===== src/rtl/avalon_st_enforcer.sv =====
// Registered Avalon-ST framing enforcer: repairs SOP/EOP framing from an untrusted source
// and flags each violation with a one-cycle error pulse.
module avalon_st_enforcer #(
    parameter int unsigned DATA_WIDTH_IN_BYTES = 16,
    parameter int unsigned MAX_PACKET_BEATS    = 64,
    parameter int unsigned DOUBLE_SOP_INSERT   = 1,
    localparam int unsigned DW = 8 * DATA_WIDTH_IN_BYTES,
    localparam int unsigned EW = (DATA_WIDTH_IN_BYTES > 1) ? $clog2(DATA_WIDTH_IN_BYTES) : 1
) (
    input  logic          clk,
    input  logic          rst,
    input  logic [DW-1:0] untrusted_msg_data_i,
    input  logic          untrusted_msg_valid_i,
    input  logic          untrusted_msg_sop_i,
    input  logic          untrusted_msg_eop_i,
    input  logic [EW-1:0] untrusted_msg_empty_i,
    output logic          untrusted_msg_ready_o,
    output logic [DW-1:0] enforced_msg_data_o,
    output logic          enforced_msg_valid_o,
    output logic          enforced_msg_sop_o,
    output logic          enforced_msg_eop_o,
    output logic [EW-1:0] enforced_msg_empty_o,
    input  logic          enforced_msg_ready_i,
    output logic          missing_sop_error,
    output logic          double_sop_error,
    output logic          oversize_error
);

    localparam int unsigned CW = (MAX_PACKET_BEATS > 0) ? $clog2(MAX_PACKET_BEATS + 1) : 1;

    localparam logic [1:0] S_IDLE       = 2'd0;
    localparam logic [1:0] S_IN_PKT     = 2'd1;
    localparam logic [1:0] S_INSERT_EOP = 2'd2;
    localparam logic [1:0] S_DISCARD    = 2'd3;

    logic [1:0]    state_q, state_d;
    logic [CW-1:0] beat_cnt_q, beat_cnt_d;
    logic          out_valid_q, out_valid_d;
    logic [DW-1:0] out_data_q, out_data_d;
    logic          out_sop_q, out_sop_d;
    logic          out_eop_q, out_eop_d;
    logic [EW-1:0] out_empty_q, out_empty_d;
    logic          stash_full_q, stash_full_d;
    logic [DW-1:0] stash_data_q, stash_data_d;
    logic          stash_eop_q, stash_eop_d;
    logic [EW-1:0] stash_empty_q, stash_empty_d;
    logic          missing_q, missing_d;
    logic          double_q, double_d;
    logic          oversize_q, oversize_d;

    logic          out_free;
    logic          accept;
    logic [CW-1:0] cnt_inc;
    logic [EW-1:0] in_empty_masked;
    logic          load_in, load_filler, load_stash, force_eop;

    assign out_free              = !out_valid_q || enforced_msg_ready_i;
    assign untrusted_msg_ready_o = out_free && !stash_full_q;
    assign accept                = untrusted_msg_valid_i && untrusted_msg_ready_o;
    assign cnt_inc               = (&beat_cnt_q) ? beat_cnt_q : beat_cnt_q + CW'(1);
    assign in_empty_masked       = untrusted_msg_eop_i ? untrusted_msg_empty_i : '0;

    // Framing FSM plus output-register / stash next-state.
    always_comb begin
        state_d       = state_q;
        beat_cnt_d    = beat_cnt_q;
        out_valid_d   = out_valid_q && !enforced_msg_ready_i;
        out_data_d    = out_data_q;
        out_sop_d     = out_sop_q;
        out_eop_d     = out_eop_q;
        out_empty_d   = out_empty_q;
        stash_full_d  = stash_full_q;
        stash_data_d  = stash_data_q;
        stash_eop_d   = stash_eop_q;
        stash_empty_d = stash_empty_q;
        missing_d     = 1'b0;
        double_d      = 1'b0;
        oversize_d    = 1'b0;
        load_in       = 1'b0;
        load_filler   = 1'b0;
        load_stash    = 1'b0;
        force_eop     = 1'b0;

        case (state_q)
            S_IDLE: begin
                if (accept) begin
                    if (untrusted_msg_sop_i) begin
                        load_in = 1'b1;
                        if (!untrusted_msg_eop_i) begin
                            beat_cnt_d = CW'(1);
                            state_d    = S_IN_PKT;
                        end
                    end else begin
                        missing_d = 1'b1;
                    end
                end
            end
            S_IN_PKT: begin
                if (accept) begin
                    if (untrusted_msg_sop_i) begin
                        double_d = 1'b1;
                        if (DOUBLE_SOP_INSERT != 0) begin
                            // Output register is free on accept, so the filler goes out immediately.
                            load_filler   = 1'b1;
                            stash_full_d  = 1'b1;
                            stash_data_d  = untrusted_msg_data_i;
                            stash_eop_d   = untrusted_msg_eop_i;
                            stash_empty_d = in_empty_masked;
                            state_d       = S_INSERT_EOP;
                        end else begin
                            state_d = S_DISCARD;
                        end
                    end else begin
                        load_in    = 1'b1;
                        beat_cnt_d = cnt_inc;
                        if (untrusted_msg_eop_i) begin
                            state_d = S_IDLE;
                        end else if (MAX_PACKET_BEATS != 0 && cnt_inc == CW'(MAX_PACKET_BEATS)) begin
                            force_eop  = 1'b1;
                            oversize_d = 1'b1;
                            state_d    = S_DISCARD;
                        end
                    end
                end
            end
            S_INSERT_EOP: begin
                if (out_free) begin
                    load_stash   = 1'b1;
                    stash_full_d = 1'b0;
                    beat_cnt_d   = stash_eop_q ? '0 : CW'(1);
                    state_d      = stash_eop_q ? S_IDLE : S_IN_PKT;
                end
            end
            S_DISCARD: begin
                if (accept) begin
                    if (untrusted_msg_eop_i) begin
                        state_d = S_IDLE;
                    end else if (untrusted_msg_sop_i) begin
                        double_d = 1'b1;
                    end
                end
            end
            default: state_d = S_IDLE;
        endcase

        if (load_in) begin
            out_valid_d = 1'b1;
            out_data_d  = untrusted_msg_data_i;
            out_sop_d   = untrusted_msg_sop_i;
            out_eop_d   = untrusted_msg_eop_i || force_eop;
            out_empty_d = in_empty_masked;
        end else if (load_filler) begin
            out_valid_d = 1'b1;
            out_data_d  = '0;
            out_sop_d   = 1'b0;
            out_eop_d   = 1'b1;
            out_empty_d = EW'(DATA_WIDTH_IN_BYTES - 1);
        end else if (load_stash) begin
            out_valid_d = 1'b1;
            out_data_d  = stash_data_q;
            out_sop_d   = 1'b1;
            out_eop_d   = stash_eop_q;
            out_empty_d = stash_empty_q;
        end
    end

    always_ff @(posedge clk) begin
        if (rst) begin
            state_q       <= S_IDLE;
            beat_cnt_q    <= '0;
            out_valid_q   <= 1'b0;
            out_data_q    <= '0;
            out_sop_q     <= 1'b0;
            out_eop_q     <= 1'b0;
            out_empty_q   <= '0;
            stash_full_q  <= 1'b0;
            stash_data_q  <= '0;
            stash_eop_q   <= 1'b0;
            stash_empty_q <= '0;
            missing_q     <= 1'b0;
            double_q      <= 1'b0;
            oversize_q    <= 1'b0;
        end else begin
            state_q       <= state_d;
            beat_cnt_q    <= beat_cnt_d;
            out_valid_q   <= out_valid_d;
            out_data_q    <= out_data_d;
            out_sop_q     <= out_sop_d;
            out_eop_q     <= out_eop_d;
            out_empty_q   <= out_empty_d;
            stash_full_q  <= stash_full_d;
            stash_data_q  <= stash_data_d;
            stash_eop_q   <= stash_eop_d;
            stash_empty_q <= stash_empty_d;
            missing_q     <= missing_d;
            double_q      <= double_d;
            oversize_q    <= oversize_d;
        end
    end

    assign enforced_msg_valid_o = out_valid_q;
    assign enforced_msg_data_o  = out_data_q;
    assign enforced_msg_sop_o   = out_sop_q;
    assign enforced_msg_eop_o   = out_eop_q;
    assign enforced_msg_empty_o = out_empty_q;
    assign missing_sop_error    = missing_q;
    assign double_sop_error     = double_q;
    assign oversize_error       = oversize_q;

endmodule


===== config.mk =====
export PLATFORM = sky130hd
export DESIGN_NAME = avalon_st_enforcer
export DESIGN_NICKNAME = d
export VERILOG_FILES = /design/src/rtl/avalon_st_enforcer.sv
export SDC_FILE = /design/constraint.sdc
export NUM_CORES = 1
export LEC_CHECK = 0
export CORE_ASPECT_RATIO = 1.4
export CORE_MARGIN = 1.5
export CORE_UTILIZATION = 25
export CTS_BUF_LIST = sky130_fd_sc_hd__clkbuf_16
export DETAILED_ROUTE_END_ITERATION = 7
export PLACE_DENSITY_LB_ADDON = 0.12
export SLEW_MARGIN = 20
export SYNTH_ARGS = -nofsm -noshare
export SYNTH_HDL_FRONTEND = slang
export SYNTH_SLANG_ARGS = --single-unit

===== constraint.sdc =====
create_clock -name clk -period 2.15 [get_ports clk]
set_input_delay 0.645 -clock clk [delete_from_list [all_inputs] [get_ports clk]]
set_output_delay 0.645 -clock clk [all_outputs]
set_load 0.01 [all_outputs]

==> metrics.txt, run 1 <==
length of the first detailed-routing pass in iterations=5; synthesized instance count=~1500; worst clock skew on the final layout=approximately 0.010 ns; number of cells on the critical path=1; total wirelength of the detailed-routed design=39.13 mm; top-level port count=277; termination of the worst setup path=enforced_msg_data_o[5]; htree depth=1; DRC=0; TritonCTS clock tree=built; clock edge transition at the registers on the reported setup and hold paths=approximately 0.06 ns; most frequent cells after synthesis=410 x sky130_fd_sc_hd__nand2_1, 281 x sky130_fd_sc_hd__dfxtp_1, 156 x sky130_fd_sc_hd__a21oi_1; horizontal extent of the die=184.8 um; setup-violating endpoint count in the final report=0; peak supply drop=0.6833 mV; required arrival time at the worst endpoint=roughly 1.5 ns; clock insertion delay at the later pin of the skew report=about 0.56 ns; prevailing post-synth register cell=sky130_fd_sc_hd__dfxtp_1; min-delay worst type=in -> reg; number of antenna violations at the first check in global routing=2; Clock Path Buffers=3; largest fanout of any net on the critical path=2; total net switching power=between 4000 and 5000 uW; clock network fraction of total power=34.9%; worst slew pin tran=0.5670 ns; class of the most critical setup path=reg -> out; critical path startpoint category=register; initial core utilization=about a quarter; worst-path cell with the longest stage delay=sky130_fd_sc_hd__clkdlybuf4s50_1; power density over the cells=904.4 mW/mm^2; Die Outline Area=roughly 0.048 mm^2; via density per instance=~4.7; Critical Path End Type=primary output; Non-Filler Cell Area, Final=0.01683 mm^2; post-synthesis cell area=approximately 0.012 mm^2; Yosys warnings=0; post-layout minimum cycle time=between 2 and 2.5 ns; post-layout power=approximately 15000 uW; CTS Buf Count=30; Fin. Hold Viols=0; row cnt=a little over 90; vias in the first global route=10750; asr flop ratio synth=0%; final count of pins violating max slew=0; pin count of the biggest net entering global routing=109; hold buffers post-CTS=0; Post-DRT Antenna Nets=0; part of the total power dissipated in sequential elements=about 40%; Slew HR=62.20%; R2R Setup Slk=0.09 ns; arrival time of data at the critical path endpoint=between 1 and 1.5 ns; count of buffers from port buffering=between 200 and 300; final global-route overflow total=0; CTS Root Buffer Type=sky130_fd_sc_hd__clkbuf_16; count of unique library cells instantiated by Yosys=43; post-route fraction of the period consumed by the critical path=97.85%; Net Sw Frac=between 30% and 40%; average cell area after synthesis=approximately 7.8 um^2; Post-synth EDFFs=0; vertical extent of the die=~260 um; global placement routability congestion=about 0.77; most frequently used cell type in the post-synthesis netlist=sky130_fd_sc_hd__nand2_1; startpoint of the worst setup timing path=enforced_msg_data_o[5]; placeable core region=between 0.04 and 0.05 mm^2; dominant delay contributor by cell family on the critical path=buffers and inverters; violation count after the first detailed-routing iteration=between 500 and 600; worst reg2reg path startpoint=state_q[0]; Max Clk Rate=around 480 MHz; sequential fraction of the synthesis area=between 40% and 50%; placed standard-cell area=0.01567 mm^2; Post-Syn Nets=between 1500 and 2000; Clock Sink Count=281; utilization of the core after routing=36.72%; result of the run=finished clean; GRT Overall Usage=15.94%; Wirelength per Cell=~16 um; layout cell share with drive strength beyond 1=9.601%; Setup Total Neg Slack=0 ns; Final #Nets=about 1900; critical register-to-register path endpoint=enforced_msg_data_o[127]; Max Cap Viol=0; cell types occupying the most area after synthesis=sky130_fd_sc_hd__dfxtp_1 49%, sky130_fd_sc_hd__nand2_1 13%, sky130_fd_sc_hd__a311oi_1 9.8%; cells traversed along the worst timing path=clkdlybuf4s50_1; flop and latch count out of synthesis=~280; layout overhead on the synthesized area=45.57%; Buf+Inv Stages, Crit Path=1; RSZ-0062 raised after global routing=true; wire length of the first global-routing pass=between 60 and 70 mm; top cell type by total area after synthesis=sky130_fd_sc_hd__dfxtp_1; part of the total power dissipated in combinational logic=about a quarter; delay of the slowest cell on the worst path=0.56 ns; Cell Int Power=about 11000 uW; count of vias placed by the detailed router=11260; depth of the worst register-to-register path=8; HPWL Detailed=between 20 and 30 mm; reported leakage power=around 0.0065 uW; post-synth top area share=48.65%
[layout by cell type (no fill, tap or decap), types with 4 or more instances in the layout]
| cell type | netlist | layout |
|---|---|---|
| sky130_fd_sc_hd__nand2_1 | 410 | 409 |
| sky130_fd_sc_hd__nor2_1 | 153 | 153 |
| sky130_fd_sc_hd__a31oi_1 | 9 | 9 |
| sky130_fd_sc_hd__inv_1 | 8 | 13 |
| sky130_fd_sc_hd__clkdlybuf4s50_1 | 0 | 182 |
| sky130_fd_sc_hd__clkinv_1 | 0 | 8 |
| sky130_fd_sc_hd__ha_1 | 5 | 5 |
| sky130_fd_sc_hd__nor3_1 | 4 | 4 |
| sky130_fd_sc_hd__dfxtp_1 | 281 | 276 |
| sky130_fd_sc_hd__or4_1 | 4 | 4 |
| sky130_fd_sc_hd__bufinv_16 | 0 | 4 |
| sky130_fd_sc_hd__dlymetal6s2s_1 | 0 | 43 |
| sky130_fd_sc_hd__clkbuf_16 | 0 | 32 |
| sky130_fd_sc_hd__dlygate4sd2_1 | 0 | 49 |
| sky130_fd_sc_hd__a21oi_1 | 156 | 154 |
| sky130_fd_sc_hd__nand3_1 | 137 | 137 |
| sky130_fd_sc_hd__o21ai_0 | 7 | 7 |
| sky130_fd_sc_hd__dfxtp_2 | 0 | 5 |
| sky130_fd_sc_hd__buf_4 | 8 | 66 |
| sky130_fd_sc_hd__buf_12 | 0 | 34 |
| sky130_fd_sc_hd__a311oi_1 | 129 | 128 |
[flip-flops by register name (all words and copies together), names as in the netlist]
register	count
oversize_error	1
stash_full_q	1
enforced_msg_sop_o	1
state_q	2
stash_empty_q	4
stash_eop_q	1
double_sop_error	1
stash_data_q	128
beat_cnt_q	7
enforced_msg_eop_o	1
missing_sop_error	1
enforced_msg_valid_o	1
enforced_msg_empty_o	4
enforced_msg_data_o	128
[cells by family after synthesis]
kind of cell | Yosys count | synth area share [%]
and+or+nand+nor | 734 | 26.28
AOI/OAI and AO/OA | 313 | 18.19
DFF | 281 | 48.65
buffers and inverters | 147 | 5.929
adders and majority gates | 5 | 0.5410
muxes | 3 | 0.2597
xor gates and xnor gates | 2 | 0.1515
[what timing repair did]
action,in CTS,in global routing
gates resized for setup,57,51
setup buffers,0,5
endpoints found under the setup margin,50,54
gates cloned,0,2
pin swaps,0,2
hold endpoints to repair,0,0
[worst min path at each step]
stage                           start                      end  slack, ns  cells past startpoint
floorplan             stash_data_q[0]          stash_data_q[0]       0.43                      2
global placement     stash_data_q[22]         stash_data_q[22]       0.44                      2
detailed placement  stash_data_q[126]        stash_data_q[126]       0.44                      2
CTS                               rst         stash_data_q[65]       0.39                      2
global route                      rst         stash_data_q[65]       0.41                      2
finish                            rst  enforced_msg_data_o[72]       0.42                      2
[power by group through the flow]
stage | logic [uW] | registers [uW] | clock network (uW)
final | 3820 | 6090 | 5310
after global routing | 4210 | 6160 | 5710
after CTS | 3840 | 6110 | 5510
after detailed placement | 3930 | 6220 | 0
after global placement | 3900 | 6230 | 0
after floorplan | 1670 | 6330 | 0
[layout make-up]
cell class	instances	area, um^2
fillers	4794	29010
clock buffers	31	775.7
well taps	617	772.0
flip-flops and latches	281	5632
inverters	8	30.03
clock inverters	24	217.7
diodes	2	5.005
multi-input cells	1058	5336
repair buffers	379	4065
[metrics by stage]
step	instances	hold slack [ns]	setup WS, ns
after floorplan	1485	0.4321	0.1388
after global placement	2336	0.4377	-0.4374
after detailed placement	2336	0.4432	-0.4697
after CTS	2391	0.3950	0.0008279
after global routing	2399	0.4087	-0.03471
final	2400	0.4221	0.04632
[routing by layer]
layer	GRT usage [%]	share of wire, %
met5	0	0.033
met4	5.330	2.7
met3	2.179	4.4
met2	28.61	51
met1	19.27	42
No activity file was read; power rests on OpenSTA's default activity.
==> run 2: changes to the inputs <==
==> constraint.sdc (replaced) <==
create_clock -name clk -period 2.15 [get_ports clk]
set_input_delay 0.43 -clock clk [delete_from_list [all_inputs] [get_ports clk]]
set_output_delay 0.43 -clock clk [all_outputs]
set_load 0.01 [all_outputs]
==> run 2 against run 1 <==
  * Core utilization is 0.25 points higher
  * Flip-flop and latch count stayed put
  * Cell count is 0.71% higher
  * Largest power group unchanged
  * Critical path depth is 8 higher
  * Total power is 0.58% higher
==> metrics.txt, run 2 (same netlist as run 1, synthesis figures left out) <==
vias in the first global route=roughly 11000; fill cell instance count of the final layout=4794; total wirelength of the detailed-routed design=slightly below 40 mm; min-delay worst type=in -> reg; result of the run=finished clean; cell repeated most along the worst path=sky130_fd_sc_hd__nand2_1; pin count of the biggest net entering global routing=between 80 and 90; Post-DRT Antenna Nets=0; arrival time of data at the critical path endpoint=2.49 ns; wire length of the first global-routing pass=between 60 and 70 mm; largest fanout of any net on the critical path=46; CTS Buf Count=31; Fin. Hold Viols=0; number of antenna violations at the first check in global routing=1; TritonCTS clock tree=built; final global-route overflow total=0; delay of the slowest cell on the worst path=between 0.3 and 0.4 ns; count of buffers from port buffering=between 200 and 300; power density over the cells=roughly 900 mW/mm^2; count of vias placed by the detailed router=11500; post-route fraction of the period consumed by the critical path=93.84%; most used cells in the layout excluding fill and tap cells=409 x sky130_fd_sc_hd__nand2_1, 281 x sky130_fd_sc_hd__dfxtp_1, 274 x sky130_fd_sc_hd__clkdlybuf4s50_1; peak supply drop=0.5682 mV; layout cell share with drive strength beyond 1=between 10% and 20%; clock insertion delay at the later pin of the skew report=roughly 0.56 ns; met1 wire length=16.47 mm; part of the total power dissipated in sequential elements=39.8%; Clock Sink Count=between 200 and 300; DRC=0; post-layout minimum cycle time=approximately 2.0 ns; horizontal extent of the die=between 150 and 200 um; hold buffers post-CTS=0; part of the total power dissipated in combinational logic=26.3%; Wirelength per Cell=~16 um; vertical extent of the die=257.5 um; combined area of the multi-input logic cells=around 0.0053 mm^2; placeable core region=between 0.04 and 0.05 mm^2; top routing layer in use=met4; dominant delay contributor by cell family on the critical path=simple AND/OR/NAND/NOR gates; via density per instance=4.757; utilization of the core after routing=between 30% and 40%; length of the first detailed-routing pass in iterations=5; final count of pins violating max slew=0; Final #Nets=between 1500 and 2000; total instance count after detailed placement=roughly 2400; Critical Path End Type=register; HPWL Detailed=27.13 mm; most common library cell in the layout ignoring fill and taps=sky130_fd_sc_hd__nand2_1; worst hold path startpoint=rst; Max Clk Rate=between 400 and 500 MHz; Clock Path Buffers=3; startpoint of the worst setup timing path=state_q[0]; Cell Int Power=10740 uW; CTS Root Buffer Type=sky130_fd_sc_hd__clkbuf_16; setup-violating endpoint count in the final report=0; Slew HR=70.40%; reported leakage power=between 0.005 and 0.006 uW; row cnt=between 90 and 100; initial core utilization=25.22%; worst slew pin tran=about 0.44 ns; top-level port count=277; Net Sw Frac=between 20% and 30%; required arrival time at the worst endpoint=between 2 and 3 ns; clock network fraction of total power=between 30% and 40%; Die Outline Area=around 0.048 mm^2; met3 WL post-DR=~1.9 mm; worst reg2reg path startpoint=state_q[0]; global placement routability congestion=just under 0.8; worst-path cell with the longest stage delay=sky130_fd_sc_hd__dfxtp_1; RSZ-0062 raised after global routing=true; cells traversed along the worst timing path=inv_1 > ha_1 > nand2_1 > buf_4 > nand2_1 > nand2_4 > buf_12 > nand3_1 > a311oi_1; violation count after the first detailed-routing iteration=around 630; critical path startpoint category=register; htree depth=1; total net switching power=between 4000 and 5000 uW; layout overhead on the synthesized area=46.57%; clock edge transition at the registers on the reported setup and hold paths=approximately 0.060 ns; class of the most critical setup path=reg -> reg; GRT Overall Usage=16.01%; register area=roughly 0.0056 mm^2; Max Cap Viol=0; worst clock skew on the final layout=around 0.011 ns; total met2 wirelength after detailed routing=~20 mm; Buf+Inv Stages, Crit Path=3; Layout Cells excl Fill=2417
## run 2: cell types whose count changed in the layout (fill, tap and decap cells not counted), sizes merged
cell,delta
dlygate4sd2,-48
clkbuf,-1
clkinv,+4
bufinv,-1
clkdlybuf4s50,+92
inv,-1
dlymetal6s2s,-43
buf,+15
## run 2: path summary, 6_finish.rpt
path / to / slack (ns) / depth (start not counted)
setup / recovery: enforced_msg_data_o[103] / 0.13 / 9
hold / removal: stash_data_q[71] / 0.28 / 2
setup reg to reg: enforced_msg_data_o[103] / 0.13 / 9
hold reg to reg: stash_data_q[65] / 0.45 / 2
## run 2: area by class of cell
class | instances | area share [%]
flip-flops and latches | 281 | 33.19
multi-input cells | 1058 | 31.44
repair buffers | 394 | 24.87
clock buffers | 31 | 4.577
well taps | 617 | 4.555
clock inverters | 26 | 1.159
inverters | 8 | 0.1772
diodes | 2 | 0.02953
## run 2: layer usage
metal / vias to the layer above / track usage (%)
li1: 5724 / -
met1: 5424 / 19.28
met2: 299 / 28.86
met3: 51 / 2.392
met4: 0 / 4.991
met5: - / 0
## run 2: stage by stage
stage	power, uW	cell area (um^2)	setup WS [ns]	hold slack [ns]	TNS (ns)
2_1_floorplan	8000	11560	0.3125	0.4321	0
3_3_place_gp	10220	15890	-0.1703	0.4370	-30.94
3_5_place_dp	10260	15890	-0.1903	0.4424	-38.79
4_1_cts	15560	16870	0.06426	0.2451	0
5_1_grt	16160	16950	-0.03062	0.2763	-0.1273
6_report	15310	16950	0.1325	0.2786	0
## run 2: timing repair
| item | 4_1_cts | 5_1_grt |
|---|---|---|
| buffers inserted | 0 | 5 |
| cloned | 0 | 1 |
| pin swaps | 0 | 2 |
| setup endpoints to repair | 1 | 47 |
| resized for setup | 2 | 3 |
## run 2: power groups by stage
stage | Clock (uW) | Sequential (uW) | Combinational [uW]
detailed placement | 0 | 6220 | 4040
finish | 5190 | 6090 | 4030
global placement | 0 | 6220 | 4010
global route | 5600 | 6160 | 4400
floorplan | 0 | 6330 | 1670
CTS | 5410 | 6110 | 4040
